==> src/rtl/div_ctrl.sv <==
// Sequencing controller and radix-2 restoring divider for MIPS DIV/DIVU in EX.
// Produces {remainder, quotient} for the HI/LO write and stalls the pipe while busy.
module div_ctrl #(
  parameter int WIDTH = 32
) (
  input  logic               clk,
  input  logic               rst,
  input  logic               div_start,
  input  logic               div_signed,
  input  logic [WIDTH-1:0]   opA,
  input  logic [WIDTH-1:0]   opB,
  input  logic               flush,
  output logic               stall_div,
  output logic               div_ready,
  output logic [2*WIDTH-1:0] result
);

  localparam int CW = (WIDTH > 1) ? $clog2(WIDTH) : 1;

  typedef enum logic [1:0] {IDLE, ZERO, RUN, DONE} state_t;

  state_t               state_reg;
  logic [CW-1:0]        count_reg;
  logic [WIDTH-1:0]     rem_reg;
  logic [WIDTH-1:0]     quo_reg;
  logic [WIDTH-1:0]     divisor_reg;
  logic                 qneg_reg;
  logic                 rneg_reg;
  logic [2*WIDTH-1:0]   result_reg;
  logic                 div_ready_reg;

  logic                 opa_neg;
  logic                 opb_neg;
  logic [WIDTH-1:0]     opa_abs;
  logic [WIDTH-1:0]     opb_abs;
  logic                 start_ok;

  logic [WIDTH:0]       rem_shift;
  logic [WIDTH:0]       sub_b;
  logic [WIDTH+1:0]     borrow;
  logic [WIDTH-1:0]     diff;
  logic                 fits;
  logic [WIDTH-1:0]     rem_step;
  logic [WIDTH-1:0]     quo_step;
  logic [WIDTH-1:0]     rem_fixed;
  logic [WIDTH-1:0]     quo_fixed;
  logic                 last_step;

  // Operand conditioning: the core always divides magnitudes, signs are restored at the end.
  assign opa_neg  = div_signed & opA[WIDTH-1];
  assign opb_neg  = div_signed & opB[WIDTH-1];
  assign opa_abs  = opa_neg ? (~opA + 1'b1) : opA;
  assign opb_abs  = opb_neg ? (~opB + 1'b1) : opB;
  assign start_ok = div_start & ~flush;

  // Partial remainder gets the next dividend bit; it always fits in WIDTH+1 bits
  // because the previous remainder is strictly below the divisor.
  assign rem_shift = {rem_reg, quo_reg[WIDTH-1]};
  assign sub_b     = {1'b0, divisor_reg};
  assign borrow[0] = 1'b0;

  // Ripple-borrow subtractor; the final borrow-out doubles as the trial comparison.
  genvar gi;
  generate
    for (gi = 0; gi <= WIDTH; gi++) begin : g_sub
      assign borrow[gi+1] = (~rem_shift[gi] & sub_b[gi]) |
                            (~(rem_shift[gi] ^ sub_b[gi]) & borrow[gi]);
      if (gi < WIDTH) begin : g_diff
        assign diff[gi] = rem_shift[gi] ^ sub_b[gi] ^ borrow[gi];
      end
    end
  endgenerate

  assign fits      = ~borrow[WIDTH+1];
  assign rem_step  = fits ? diff : rem_shift[WIDTH-1:0];
  assign quo_step  = {quo_reg[WIDTH-2:0], fits};
  assign rem_fixed = rneg_reg ? (~rem_step + 1'b1) : rem_step;
  assign quo_fixed = qneg_reg ? (~quo_step + 1'b1) : quo_step;
  assign last_step = (count_reg == CW'(WIDTH - 1));

  always_ff @(posedge clk or posedge rst) begin
    if (rst) begin
      state_reg     <= IDLE;
      count_reg     <= '0;
      rem_reg       <= '0;
      quo_reg       <= '0;
      divisor_reg   <= '0;
      qneg_reg      <= 1'b0;
      rneg_reg      <= 1'b0;
      result_reg    <= '0;
      div_ready_reg <= 1'b0;
    end else begin
      div_ready_reg <= 1'b0;
      case (state_reg)
        IDLE: begin
          if (start_ok) begin
            count_reg <= '0;
            qneg_reg  <= opa_neg ^ opb_neg;
            rneg_reg  <= opa_neg;
            if (opB == '0) begin
              // Raw dividend is kept so it can be returned as HI.
              quo_reg   <= opA;
              state_reg <= ZERO;
            end else begin
              rem_reg     <= '0;
              quo_reg     <= opa_abs;
              divisor_reg <= opb_abs;
              state_reg   <= RUN;
            end
          end
        end
        ZERO: begin
          if (flush) begin
            state_reg <= IDLE;
          end else begin
            result_reg    <= {quo_reg, {WIDTH{1'b1}}};
            div_ready_reg <= 1'b1;
            state_reg     <= DONE;
          end
        end
        RUN: begin
          if (flush) begin
            state_reg <= IDLE;
          end else begin
            rem_reg   <= rem_step;
            quo_reg   <= quo_step;
            count_reg <= count_reg + 1'b1;
            if (last_step) begin
              result_reg    <= {rem_fixed, quo_fixed};
              div_ready_reg <= 1'b1;
              state_reg     <= DONE;
            end
          end
        end
        DONE: begin
          // The held div_start belongs to the instruction now leaving EX.
          state_reg <= IDLE;
        end
        default: state_reg <= IDLE;
      endcase
    end
  end

  assign stall_div = ~rst & ~flush &
                     (((state_reg == IDLE) & div_start) |
                      (state_reg == ZERO) | (state_reg == RUN));
  assign div_ready = div_ready_reg;
  assign result    = result_reg;

endmodule

==> config.mk <==
export PLATFORM = sky130hd
export DESIGN_NAME = div_ctrl
export DESIGN_NICKNAME = d
export VERILOG_FILES = /design/src/rtl/div_ctrl.sv
export SDC_FILE = /design/constraint.sdc
export NUM_CORES = 1
export LEC_CHECK = 0
export ABC_AREA = 1
export ABC_CLOCK_PERIOD_IN_PS = 17200
export CORE_UTILIZATION = 58
export DETAILED_ROUTE_END_ITERATION = 8
export HOLD_SLACK_MARGIN = 0.02
export PLACE_DENSITY_LB_ADDON = 0.25
export SYNTH_ARGS = -nofsm -noshare
export SYNTH_HDL_FRONTEND = slang
export SYNTH_SLANG_ARGS = --single-unit
==> constraint.sdc <==
create_clock -name clk -period 17.2 [get_ports clk]
set_clock_uncertainty 0.2 [all_clocks]
set_input_delay 5.16 -clock clk [delete_from_list [all_inputs] [get_ports clk]]
set_output_delay 5.16 -clock clk [all_outputs]
set_load 0.05 [all_outputs]
======== Word level (Yosys, flattened, before mapping) ========
Cells that the tools add are included.
storage, ports and cells
  register bits after elaboration ......... 170
  input bits .............................. 69
  word-level logic and storage cells ...... 303
operators by class
  $add $sub $neg .......................... 5
  equal/unequal tests ..................... 10
  multiplexer cells ....................... 30
  bitwise gates (word level) .............. 239
  reduce and logical (&&, ||, !) cells .... 10
operators with widths
  cell                                           count
  2-to-1 mux 32 bit                              11
  2-to-1 mux 64 bit                              3
  adder 32 x 1 -> 32 bit, second input constant  4
  inverter 32 bit                                4
  case mux 32 bit (2 select lines)               2
  case mux 64 bit (2 select lines)               1
  bitwise AND 1 bit                              70
  inverter 1 bit                                 68
  XOR 1 bit                                      64
  bitwise OR 1 bit                               33
  logical NOT 32 bit                             1
  2-to-1 mux 2 bit                               5
  2-to-1 mux 5 bit                               2
  inequality test 2 bit, second input constant   5
  case mux 5 bit (2 select lines)                1
  case mux 2 bit (4 select lines)                1
  AND reduction 4 bit                            2
  AND reduction 3 bit                            2
  adder 5 x 1 -> 5 bit, second input constant    1
  == test 5 bit, second input constant           1
  == test 2 bit, second input constant           2
  AND reduction 2 bit                            2
  nonzero test 2 bit                             2
  2-to-1 mux 1 bit                               3
  other kinds (4)                                4

======== Longest topological paths before layout ========
  depth in word-level cells ............... 72
  depth in mapped cells ................... 52
  mapped depth without buffers ............ 50

======== Worst setup path after synthesis ========
No wires, ideal clock.
  path kind ............................... register -> register
  start ................................... reg quo_reg[31]
  end ..................................... reg result_reg[28] (netlist: result[28])
  arrival ................................. 14.193 ns
  data required time ...................... 16.882 ns
  slack ................................... 2.689 ns
  cell stages (with the launch flop) ...... 52
  buffers on the path ..................... 2
  clock period less this slack ............ 14.511 ns
  cell sequence ........................... dfrtp_1 inv_1 ha_1 inv_1 fa_1 fa_1 fa_1 fa_1 fa_1 fa_1 fa_1 fa_1 fa_1 fa_1 fa_1 fa_1 fa_1 fa_1 (+16 left out) fa_1 inv_1 fa_1 nor2_8 buf_6 buf_6 ha_1 inv_1 nor3_1 nand2_1 nor2_1 nand2_1 nor2_1 nand2_1 nand2_2 nand4_1 nand3_1 nand2_1
between the ends
  cells in the longest elaborated chain, start to end .. 72
ends and longest elaborated chain
  element                           RTL line  source
  start, declared                   25        logic [WIDTH-1:0] quo_reg;
  start signal, assigned            102       quo_reg <= opA;
  start signal, assigned            106       quo_reg <= opa_abs;
  start signal, assigned            126       quo_reg <= quo_step;
  inverter 1 bit                    66        assign borrow[gi+1] = (~rem_shift[gi] & sub_b[gi]) |
  bitwise AND 1 bit                 66
  bitwise AND 1 bit                 67        (~(rem_shift[gi] ^ sub_b[gi]) & borrow[gi]);
  bitwise OR 1 bit                  66
  bitwise AND 1 bit                 67
  bitwise OR 1 bit                  66
  bitwise AND 1 bit                 67
  bitwise OR 1 bit                  66
  (+56 left out)                    n/a
  bitwise AND 1 bit                 67
  inverter 1 bit                    74        assign fits = ~borrow[WIDTH+1];
  inverter 32 bit                   78        assign quo_fixed = qneg_reg ? (~quo_step + 1'b1) : quo_step;
  adder 32 x 1 -> 32 bit            78
  2-to-1 mux 32 bit                 78
  2-to-1 mux 64 bit                 128       if (last_step) begin
  2-to-1 mux 64 bit                 122       if (flush) begin
  case mux 64 bit (2 select lines)  94        case (state_reg)
  end signal, assigned              116       result_reg <= {quo_reg, {WIDTH{1'b1}}};
  end signal, assigned              129       result_reg <= {rem_fixed, quo_fixed};
  end, declared                     29        logic [2*WIDTH-1:0] result_reg;
Every way passes these cells. The select of a mux whose other input is x is not followed.
A chain may end at the register's enable or synchronous reset.

======== Worst setup path in the final report ========
  start ................................... reg quo_reg[31]
  end ..................................... reg result_reg[24] (netlist: result[24])
Same word-level chain as after synthesis.

==> metrics.txt <==
via count of the first global-routing pass 11500; number of flip-flops under the largest register name 64; worst hold start result[1]$_DFFE_PP0P_; synth cell count leaders sky130_fd_sc_hd__nand2_1 (611), sky130_fd_sc_hd__inv_1 (196), sky130_fd_sc_hd__nand3_1 (180); multi-input logic area ~0.007 mm2; Initial DRT Pass Iterations 8; largest area contributor in the netlist sky130_fd_sc_hd__dfrtp_1; number of DRC markers in iteration 0 around 1500; endpoint type of the worst setup path flip-flop; final std cell area, no fill 0.0145 mm2; effective utilization at floorplan 0.594; area of the die 0.0223 mm2; utilization after layout 0.685; WS Path Type reg2reg; number of ports placed on the die boundary ~140; placement-stage cell area roughly 0.014 mm2; syn nets between 1500 and 2000; overall die height between 100 and 150 um; sequential cell area fraction in the yosys report 0.338; Synth area leaders sky130_fd_sc_hd__dfrtp_1 (34%), sky130_fd_sc_hd__nand2_1 (18%), sky130_fd_sc_hd__nand3_1 (7.2%); Syn Inst Count 1866; Sequential Area 0.00425 mm2; first-pass GRT wire length ~60 mm; Placed Cells incl. Taps approximately 2200; initial antenna violation count 0; Achievable Freq approximately 0.064 GHz; cts bufs inserted 17; endpoint required time on the critical path 17340 ps; share of cells above drive strength 1 0.0547; clock insertion delay at the later pin of the skew report 440 ps; clock tree from TritonCTS yes; Clock Sinks between 150 and 200; flip-flop and latch count after synthesis 170; syn avg cell area ~6.7 um2; Max clock buf depth 2; library cell contributing the largest single delay on the critical path sky130_fd_sc_hd__nor2_8; aggregate routed wire length 37.0 mm; Post-layout nets approximately 2100; gr usage total 0.346; RSZ-0062 raised after global routing false; top-count cell post-synth sky130_fd_sc_hd__nand2_1; Clk Tree Root Cell sky130_fd_sc_hd__clkbuf_16; final count of pins violating max slew 0; count of different cell masters after synthesis roughly 50; minimum clock period after layout 15690 ps; site row count between 50 and 60; P&R area growth vs syn 15.3%; number of hold buffers added after cts 0; fill count ~1900; Worst path max stage delay approximately 700 ps; Setup crit start quo_reg[31]$_DFFE_PP0P_; die width roughly 150 um; main flop type after synthesis sky130_fd_sc_hd__dfrtp_1; largest driver fanout on the critical path 63; maximum number of pins on one net before global-route repair 98; critical path startpoint category flip-flop; total congestion overflow 0; number of synthesized flops with an enable pin 0; setup bufs post-CTS 0; Setup-failing EPs final 0; RePlAce Congestion 0.978; Worst path most repeated cell sky130_fd_sc_hd__fa_1; post-cts repair resize count 0; routed via count divided by cell count ~5.8; signal arrival time at the worst endpoint approximately 16000 ps; area fraction of the dominant cell type after synthesis 0.338; Post-Route Setup TNS 0 ps; class of the tightest hold or removal check reg2reg; fraction of registers with async set or reset after synthesis 1.00; reported max-cap violation count 0; Final Hold Vio Count 0; synthesis warning total 0; Routed WL per cell between 15 and 20 um; clock transition at the register clock pins on the worst setup and hold paths after CTS 70 ps; HPWL reported at the end of detailed placement approximately 28 mm; Core Area 0.0212 mm2; Reg-to-Reg Start quo_reg[31]$_DFFE_PP0P_; Post-Syn Area ~0.013 mm2; remaining design rule violation count 0; routed vias 13000; # H-tree levels 4; number of antenna-violating nets in the routed design 0; result of the run completed; share of the clock period used by the worst path 0.912; Diodes inserted 0; Post-Layout Cell Count 2230; Port Buffer Count roughly 130; Slew headroom 0.179; pin slew with the least headroom to its limit ~1200 ps
routing by layer:
| layer | global-route usage | wire length [um] |
|---|---|---|
| met1 | 0.519 | 16400 |
| met2 | 0.498 | 15800 |
| met3 | 0.0578 | 3800 |
| met4 | 0.126 | 999 |
| met5 | 0 | 0 |
final cells by class:
type                            count  share of cell area
Clock buffer                       18              0.0296
Tap cell                          275              0.0237
Multi-Input combinational cell   1407               0.494
Timing Repair Buffer              142              0.0967
Clock inverter                     14             0.00889
Sequential cell                   170               0.294
Inverter                          204              0.0532
per-stage QoR:
stage          setup WS [ps]  hold WS, ps
3_3_place_gp            1950          257
4_1_cts                 1580          277
6_report                1510          275
3_5_place_dp            1630          258
2_1_floorplan           2690          249
5_1_grt                  884          293
path summary, 6_finish.rpt:
| kind | end | slack [ps] | depth (start not counted) |
|---|---|---|---|
| min reg2reg | result[1]$_DFFE_PP0P_ | 280 | 2 |
| min in group asynchronous | div_ready$_DFF_PP0_ | 5080 | 2 |
| max | result[24]$_DFFE_PP0P_ | 1510 | 49 |
| max in group asynchronous | quo_reg[11]$_DFFE_PP0P_ | 10170 | 3 |
| max reg2reg | result[24]$_DFFE_PP0P_ | 1510 | 49 |
| min | result[1]$_DFFE_PP0P_ | 280 | 2 |
worst max-delay path, delay by kind of cell, from the launching register on:
| family | cells | cell delay, ps |
|---|---|---|
| buffers and inverters | 5 | 310 |
| and+or+nand+nor | 11 | 2140 |
| adders and majority gates | 33 | 12480 |
| DFF | 1 | 440 |
cells by family after synthesis:
kind of cell / Yosys count / synth area share
fa+ha+maj: 41 / 0.0593
compound gates: 267 / 0.121
mux: 1 / 0.000796
simple gates: 1072 / 0.369
xor+xnor: 26 / 0.0181
flops: 170 / 0.338
buf+inv: 289 / 0.0939
placed cells by master (no fill, tap or decap), drive strengths merged, types with 5 or more instances in the layout:
| cell type | count |
|---|---|
| o211ai | 11 |
| nand3 | 183 |
| o22ai | 23 |
| nand4 | 49 |
| fa | 31 |
| clkdlybuf4s50 | 134 |
| xor2 | 23 |
| o21ai | 139 |
| clkinvlp | 5 |
| or2 | 7 |
| a31oi | 6 |
| nand2 | 629 |
| clkbuf | 18 |
| nand3b | 5 |
| buf | 8 |
| nor2 | 173 |
| dfrtp | 170 |
| inv | 209 |
| nor3 | 20 |
| nor4 | 5 |
| a21oi | 65 |
| ha | 10 |
| o31ai | 9 |
Power is not shown: default switching activity piles up to over one toggle a cycle in this logic, so the estimate is an artifact.
